## src/rtl/clk_mon_pkg.sv

```systemverilog
// Shared types and helpers for the divided-clock monitor.
package clk_mon_pkg;

    typedef enum logic [1:0] {
        IDLE    = 2'd0,
        MEASURE = 2'd1,
        TRACK   = 2'd2,
        LOCKED  = 2'd3
    } mon_state_e;

    // Width of a counter that must hold values up to 2*ratio.
    function automatic int cnt_width(input int ratio);
        return $clog2(2 * ratio + 1);
    endfunction

endpackage

```

## src/rtl/sync_edge_det.sv

```systemverilog
// Multi-flop synchronizer for an asynchronous input with registered
// one-cycle rise/fall pulses. A transition sampled at edge k produces a
// pulse in the cycle that follows edge k+STAGES.
module sync_edge_det #(
    parameter int STAGES = 2
) (
    input  logic clk,
    input  logic rst_n,
    input  logic d,
    output logic q,
    output logic rise,
    output logic fall
);

    logic [STAGES-1:0] sync_q;
    logic              prev;

    // Synchronizer chain, delayed copy of the last stage and registered edge pulses
    always_ff @(posedge clk or negedge rst_n) begin
        if (!rst_n) begin
            sync_q <= '0;
            prev   <= 1'b0;
            rise   <= 1'b0;
            fall   <= 1'b0;
        end else begin
            sync_q <= {sync_q[STAGES-2:0], d};
            prev   <= sync_q[STAGES-1];
            rise   <= sync_q[STAGES-1] & ~prev;
            fall   <= ~sync_q[STAGES-1] & prev;
        end
    end

    assign q = sync_q[STAGES-1];

endmodule

```

## src/rtl/clk_div_monitor.sv

```systemverilog
// Fast-domain checker for an even-divided clock: measures period and high
// time, flags ratio/duty errors and timeouts, and declares lock after
// LOCK_CNT consecutive good periods.
module clk_div_monitor
    import clk_mon_pkg::*;
#(
    parameter  int EXP_RATIO   = 8,
    parameter  int LOCK_CNT    = 4,
    parameter  int SYNC_STAGES = 2,
    localparam int CW          = cnt_width(EXP_RATIO)
) (
    input  logic          clk,
    input  logic          rst_n,
    input  logic          clear,
    input  logic          clk_div_in,
    output logic          rise_pulse,
    output logic          fall_pulse,
    output logic [CW-1:0] period,
    output logic [CW-1:0] high_time,
    output logic          locked,
    output logic          err,
    output logic [7:0]    err_cnt
);

    localparam int            MW      = (LOCK_CNT > 1) ? $clog2(LOCK_CNT + 1) : 1;
    localparam logic [CW-1:0] CNT_MAX = CW'(2 * EXP_RATIO);
    localparam logic [CW-1:0] CNT_TO  = CW'(2 * EXP_RATIO - 1);
    localparam logic [CW-1:0] EXP_P   = CW'(EXP_RATIO);
    localparam logic [CW-1:0] EXP_H   = CW'(EXP_RATIO / 2);
    localparam logic [MW-1:0] LOCK_M  = MW'(LOCK_CNT);

    logic          div_level_unused;
    logic [CW-1:0] cnt;
    logic [CW-1:0] cnt_inc;
    logic          seen_rise;
    logic          fall_seen;
    logic [MW-1:0] match;
    logic [MW-1:0] match_inc;
    logic          good;
    logic          timeout;
    logic          bad_rise;
    logic          err_evt;
    mon_state_e    state;

    // The level output is not needed here; the pulses carry everything.
    sync_edge_det #(.STAGES(SYNC_STAGES)) u_sync (
        .clk  (clk),
        .rst_n(rst_n),
        .d    (clk_div_in),
        .q    (div_level_unused),
        .rise (rise_pulse),
        .fall (fall_pulse)
    );

    assign cnt_inc   = cnt + 1'b1;
    assign match_inc = match + 1'b1;
    assign locked    = (state == LOCKED);

    // Classify the current cycle: good/bad period on a rise, or a timeout
    always_comb begin
        good     = (cnt_inc == EXP_P) && fall_seen && (high_time == EXP_H);
        timeout  = (state != IDLE) && !rise_pulse && (cnt == CNT_TO);
        bad_rise = rise_pulse && (state != IDLE) && !good;
        err_evt  = timeout || bad_rise;
    end

    // Cycle counter: restarts on each rise, saturates at twice the expected ratio
    always_ff @(posedge clk or negedge rst_n) begin
        if (!rst_n) begin
            cnt <= '0;
        end else if (clear || rise_pulse) begin
            cnt <= '0;
        end else if (cnt != CNT_MAX) begin
            cnt <= cnt_inc;
        end
    end

    // Period/high-time capture; only meaningful once a reference rise exists
    always_ff @(posedge clk or negedge rst_n) begin
        if (!rst_n) begin
            seen_rise <= 1'b0;
            fall_seen <= 1'b0;
            period    <= '0;
            high_time <= '0;
        end else if (clear) begin
            seen_rise <= 1'b0;
            fall_seen <= 1'b0;
            period    <= '0;
            high_time <= '0;
        end else begin
            if (rise_pulse) begin
                seen_rise <= 1'b1;
                fall_seen <= 1'b0;
                if (seen_rise) period <= cnt_inc;
            end
            if (fall_pulse) begin
                fall_seen <= 1'b1;
                if (seen_rise) high_time <= cnt_inc;
            end
        end
    end

    // Lock FSM with consecutive-good-period counter
    always_ff @(posedge clk or negedge rst_n) begin
        if (!rst_n) begin
            state <= IDLE;
            match <= '0;
        end else if (clear) begin
            state <= IDLE;
            match <= '0;
        end else if (timeout) begin
            state <= IDLE;
            match <= '0;
        end else if (rise_pulse) begin
            case (state)
                IDLE: begin
                    state <= MEASURE;
                    match <= '0;
                end
                MEASURE: begin
                    if (good) begin
                        state <= (LOCK_M == MW'(1)) ? LOCKED : TRACK;
                        match <= MW'(1);
                    end
                end
                TRACK: begin
                    if (good) begin
                        match <= match_inc;
                        if (match_inc == LOCK_M) state <= LOCKED;
                    end else begin
                        state <= MEASURE;
                        match <= '0;
                    end
                end
                default: begin
                    if (!good) begin
                        state <= MEASURE;
                        match <= '0;
                    end
                end
            endcase
        end
    end

    // Error pulse and saturating error counter
    always_ff @(posedge clk or negedge rst_n) begin
        if (!rst_n) begin
            err     <= 1'b0;
            err_cnt <= '0;
        end else if (clear) begin
            err     <= 1'b0;
            err_cnt <= '0;
        end else begin
            err <= err_evt;
            if (err_evt && (err_cnt != 8'hFF)) err_cnt <= err_cnt + 1'b1;
        end
    end

endmodule
```

## config.mk

```make
export PLATFORM = sky130hd
export DESIGN_NAME = clk_div_monitor
export DESIGN_NICKNAME = d
export VERILOG_FILES = /design/src/rtl/clk_mon_pkg.sv /design/src/rtl/sync_edge_det.sv /design/src/rtl/clk_div_monitor.sv
export SDC_FILE = /design/constraint.sdc
export NUM_CORES = 1
export LEC_CHECK = 0
export CORE_MARGIN = 5
export CORE_UTILIZATION = 53
export CTS_CLUSTER_DIAMETER = 120
export CTS_CLUSTER_SIZE = 14
export DETAILED_ROUTE_END_ITERATION = 10
export PLACE_DENSITY_LB_ADDON = 0.08
export SETUP_SLACK_MARGIN = 0.05
export SLEW_MARGIN = 20
export SYNTH_ARGS = -nofsm -noshare
export SYNTH_HDL_FRONTEND = slang
export SYNTH_HIERARCHICAL = 1
export SYNTH_SLANG_ARGS = --single-unit
```

## constraint.sdc

```tcl
create_clock -name clk -period 3 [get_ports clk]
set_clock_uncertainty 0.1 [all_clocks]
set_input_delay 0.6 -clock clk [delete_from_list [all_inputs] [get_ports clk]]
set_output_delay 0.6 -clock clk [all_outputs]
set_load 0.01 [all_outputs]
```

==> impl_results.rst <==
.. list-table::
   :header-rows: 1

   * - Metric
     - Value
   * - Run status
     - finished clean
   * - Final std cells w/o fill
     - 255
   * - Root buffer selected by CTS
     - sky130_fd_sc_hd__clkbuf_4
   * - Number of antenna violations at the first check in global routing
     - 0
   * - Compound-Gate Fraction of Synth Area
     - 0.122
   * - CTS H-tree lvls
     - 2
   * - Final cell area excluding filler cells
     - 2200 sq um
   * - Worst Hold Slack
     - 265 ps
   * - Critical path data required time
     - 3180 ps
   * - Final cycle utilization of the critical path
     - 0.939
   * - Total power of the final layout
     - 1.01 mW
   * - Top cell type's share of synthesized area
     - 0.500
   * - Synth warnings
     - 6
   * - Total power divided by cell area
     - 458 nW/um^2
   * - Startpoint-to-endpoint class of the critical path
     - flop to flop
   * - Mean routed wirelength per cell
     - 14.8 um
   * - Die footprint
     - 4670 sq um
   * - Distinct cell type count of the synthesized netlist
     - 36
   * - Number of instances in the synthesized netlist
     - 177
   * - Vias in the first global route
     - 1514
   * - Fraction of layout instances using a drive strength above 1
     - 0.0957
   * - Arrival time worst endpoint
     - 3000 ps
   * - CTS Hold Buffers Added
     - 0
   * - Global-route usage over all layers
     - 0.198
   * - Clock Path Buffers
     - 2
   * - Count of routing violations after the opening detailed-route iteration
     - 52
   * - Number of nets with antenna violations after routing
     - 0
   * - GPL Wtd Cong
     - 0.848
   * - Worst slack, placed
     - 115 ps
   * - Setup repair after global routing missed its margin
     - false
   * - Leading cell types by total area after synthesis
     - sky130_fd_sc_hd__dfrtp_1, sky130_fd_sc_hd__ha_1, sky130_fd_sc_hd__nor2_1
   * - Area post-placement
     - 2110 sq um
   * - Post-synthesis register bit count
     - 36
   * - Average via count per standard cell
     - 5.54
   * - Clock latency at the later pin of the worst-skew pair
     - 350 ps
   * - Type of the worst min-delay path
     - flop to flop
   * - Pin slew with the least headroom to its limit
     - 539 ps
   * - Async S/R FF share, synth
     - 1.00
   * - Half-perimeter wire length after placement
     - 2710 um
   * - Die Height
     - 68.3 um
   * - Most instantiated library cell after synthesis
     - sky130_fd_sc_hd__dfrtp_1
   * - Worst-case headroom to the max-slew limit
     - 0.638
   * - Largest fanout on the critical path
     - 13
   * - Element type at the critical path end
     - flop
   * - Number of buffers inserted during clock tree synthesis
     - 5
   * - Crit path time final
     - 2820 ps
   * - Clock sink count
     - 36
   * - Grt total ovfl
     - 0
   * - Static leakage
     - 0.943 nW
   * - Final layout net count
     - 223
   * - Most common library cells after synthesis
     - sky130_fd_sc_hd__dfrtp_1, sky130_fd_sc_hd__nor2_1, sky130_fd_sc_hd__a21oi_1
   * - Total detailed-routing wirelength
     - 3790 um
   * - Synthesized-area fraction occupied by xor and xnor cells
     - 0.0194
   * - DRC violations left
     - 0
   * - Number of top-level pins
     - 26
   * - Worst supply voltage drop on vdd
     - 0.000330 V
   * - Largest net degree at the start of global routing
     - 37
   * - Placement row count
     - 21
   * - Total standard cell area after synthesis
     - 1800 sq um
   * - Post-Synthesis Mean Instance Area
     - 10.2 sq um
   * - Final-report hold violation count
     - 0
   * - P&R area growth vs syn
     - 21.8%
   * - Diodes inserted
     - 0
   * - PnR worst setup slack
     - 184 ps
   * - Upper clock frequency limit
     - 0.355 GHz
   * - Leading area contributor after synthesis
     - sky130_fd_sc_hd__dfrtp_1
   * - Sequential-to-total area share from yosys stat
     - 0.500
   * - Portion of netlist area occupied by mux cells
     - 0.0354
   * - Aggregate negative setup slack
     - 0 ps
   * - Via count
     - 1412
   * - Setup violations, final
     - 0
   * - Area of the core
     - 3310 sq um
   * - Main flop type after synthesis
     - sky130_fd_sc_hd__dfrtp_1
   * - Combinational family with the most area after synthesis
     - simple AND/OR/NAND/NOR gates
   * - Post-route core utilization
     - 0.663
   * - Syn nets
     - 192
   * - Instance count after placement with tap cells included
     - 246
   * - Clock transition at the registers of the reported paths
     - 120 ps
   * - Simple-Gate Fraction of Synth Area
     - 0.214
   * - Die Wd
     - 68.3 um
   * - Effective utilization at floorplan
     - 0.545
   * - Port Buffers
     - 25
   * - Number of optimization iterations in the first detailed-route pass
     - 4
   * - Count of flip-flops with a built-in enable after synthesis
     - 0
   * - Type of element launching the critical path
     - flop
   * - Max Transition Viols Final
     - 0
   * - Total of max-cap violations
     - 0
   * - First-pass GRT wire length
     - 6840 um
   * - Total of fill cells in the finished design
     - 282
   * - Clock tree from TritonCTS
     - yes
   * - Post-synthesis adder-cell area fraction
     - 0.0763
final cells by class:
type                       count  area, sq um  share of cell area
timing repair buffer          29          280               0.128
sequential                    36          901               0.410
clock buffer                   5         37.5              0.0171
inverter                       9         33.8              0.0154
multi-input combinational    127          843               0.384
tap                           46         57.6              0.0262
clock inverter                 3         42.5              0.0194
path summary, 6_finish.rpt:
path,start,to,slack (ps),depth (start not counted)
worst max-delay path,cnt[1],err_cnt[3],180,9
worst min-delay path,u_sync/sync_q[0],u_sync/sync_q[1],260,0
worst max register to register,cnt[1],err_cnt[3],180,9
worst min register to register,u_sync/sync_q[0],u_sync/sync_q[1],260,0
max in group asynchronous,rst_n,high_time[3],1920,2
min in group asynchronous,rst_n,cnt[3],560,2
placed cells by master, fill, tap and decap left out, drive strengths merged, types with 2 or more instances in the layout:
cell type      instances
dfrtp                 36
clkdlybuf4s50         25
nor2                  24
a21oi                 14
nand2                 11
ha                    11
inv                    9
nand3                  7
nand4                  6
o31ai                  5
or4                    5
clkbuf                 5
o21ai                  4
nor2b                  4
a211oi                 4
buf                    4
mux2i                  3
mux2                   3
and2                   3
xnor2                  2
o21bai                 2
or3                    2
xor2                   2
a31oi                  2
nor3b                  2
nor3                   2
and3                   2
registers in the layout (all words and copies together), names as in the netlist:
signal and count:
u_sync/prev 1, u_sync/fall 1, u_sync/sync_q 2, err_cnt 8, seen_rise 1, cnt 5, fall_seen 1, err 1
period 5, u_sync/rise 1, state 2, high_time 5, match 3
where the power goes:
part	internal (mW)	switching, mW	leakage (nW)	total (mW)
registers	0.504	0.0204	0.487	0.525
clock network	0.174	0.172	0.0412	0.346
logic	0.0600	0.0749	0.415	0.135
logic make-up after synthesis:
group                    Yosys count
buffers and inverters             14
adder cells (fa/ha/maj)           11
AO/OA/AOI/OAI                     35
multiplexers                       6
flip-flops                        36
AND/OR/NAND/NOR                   71
XOR/XNOR                           4
critical path, cell delays in order, from the launching register on:
cell                      delay [ps]
sky130_fd_sc_hd__dfrtp_1         450
sky130_fd_sc_hd__ha_1            220
sky130_fd_sc_hd__and3_2          210
sky130_fd_sc_hd__ha_1            310
sky130_fd_sc_hd__and4b_1         210
sky130_fd_sc_hd__and3_4          170
sky130_fd_sc_hd__a311o_2         420
sky130_fd_sc_hd__buf_4           170
sky130_fd_sc_hd__or3_1           330
sky130_fd_sc_hd__a21oi_1         140
layer usage:
metal / global-route usage / wire [um]
met1: 0.240 / 1720
met2: 0.327 / 1820
met3: 0.0575 / 162
met4: 0.0844 / 80
met5: 0 / 0
what timing repair did:
item / CTS / global route
endpoints found under the setup margin: 0 / 4
buffers inserted: 0 / 1
resized for setup: 0 / 1
(Power assumes the default switching activity.)
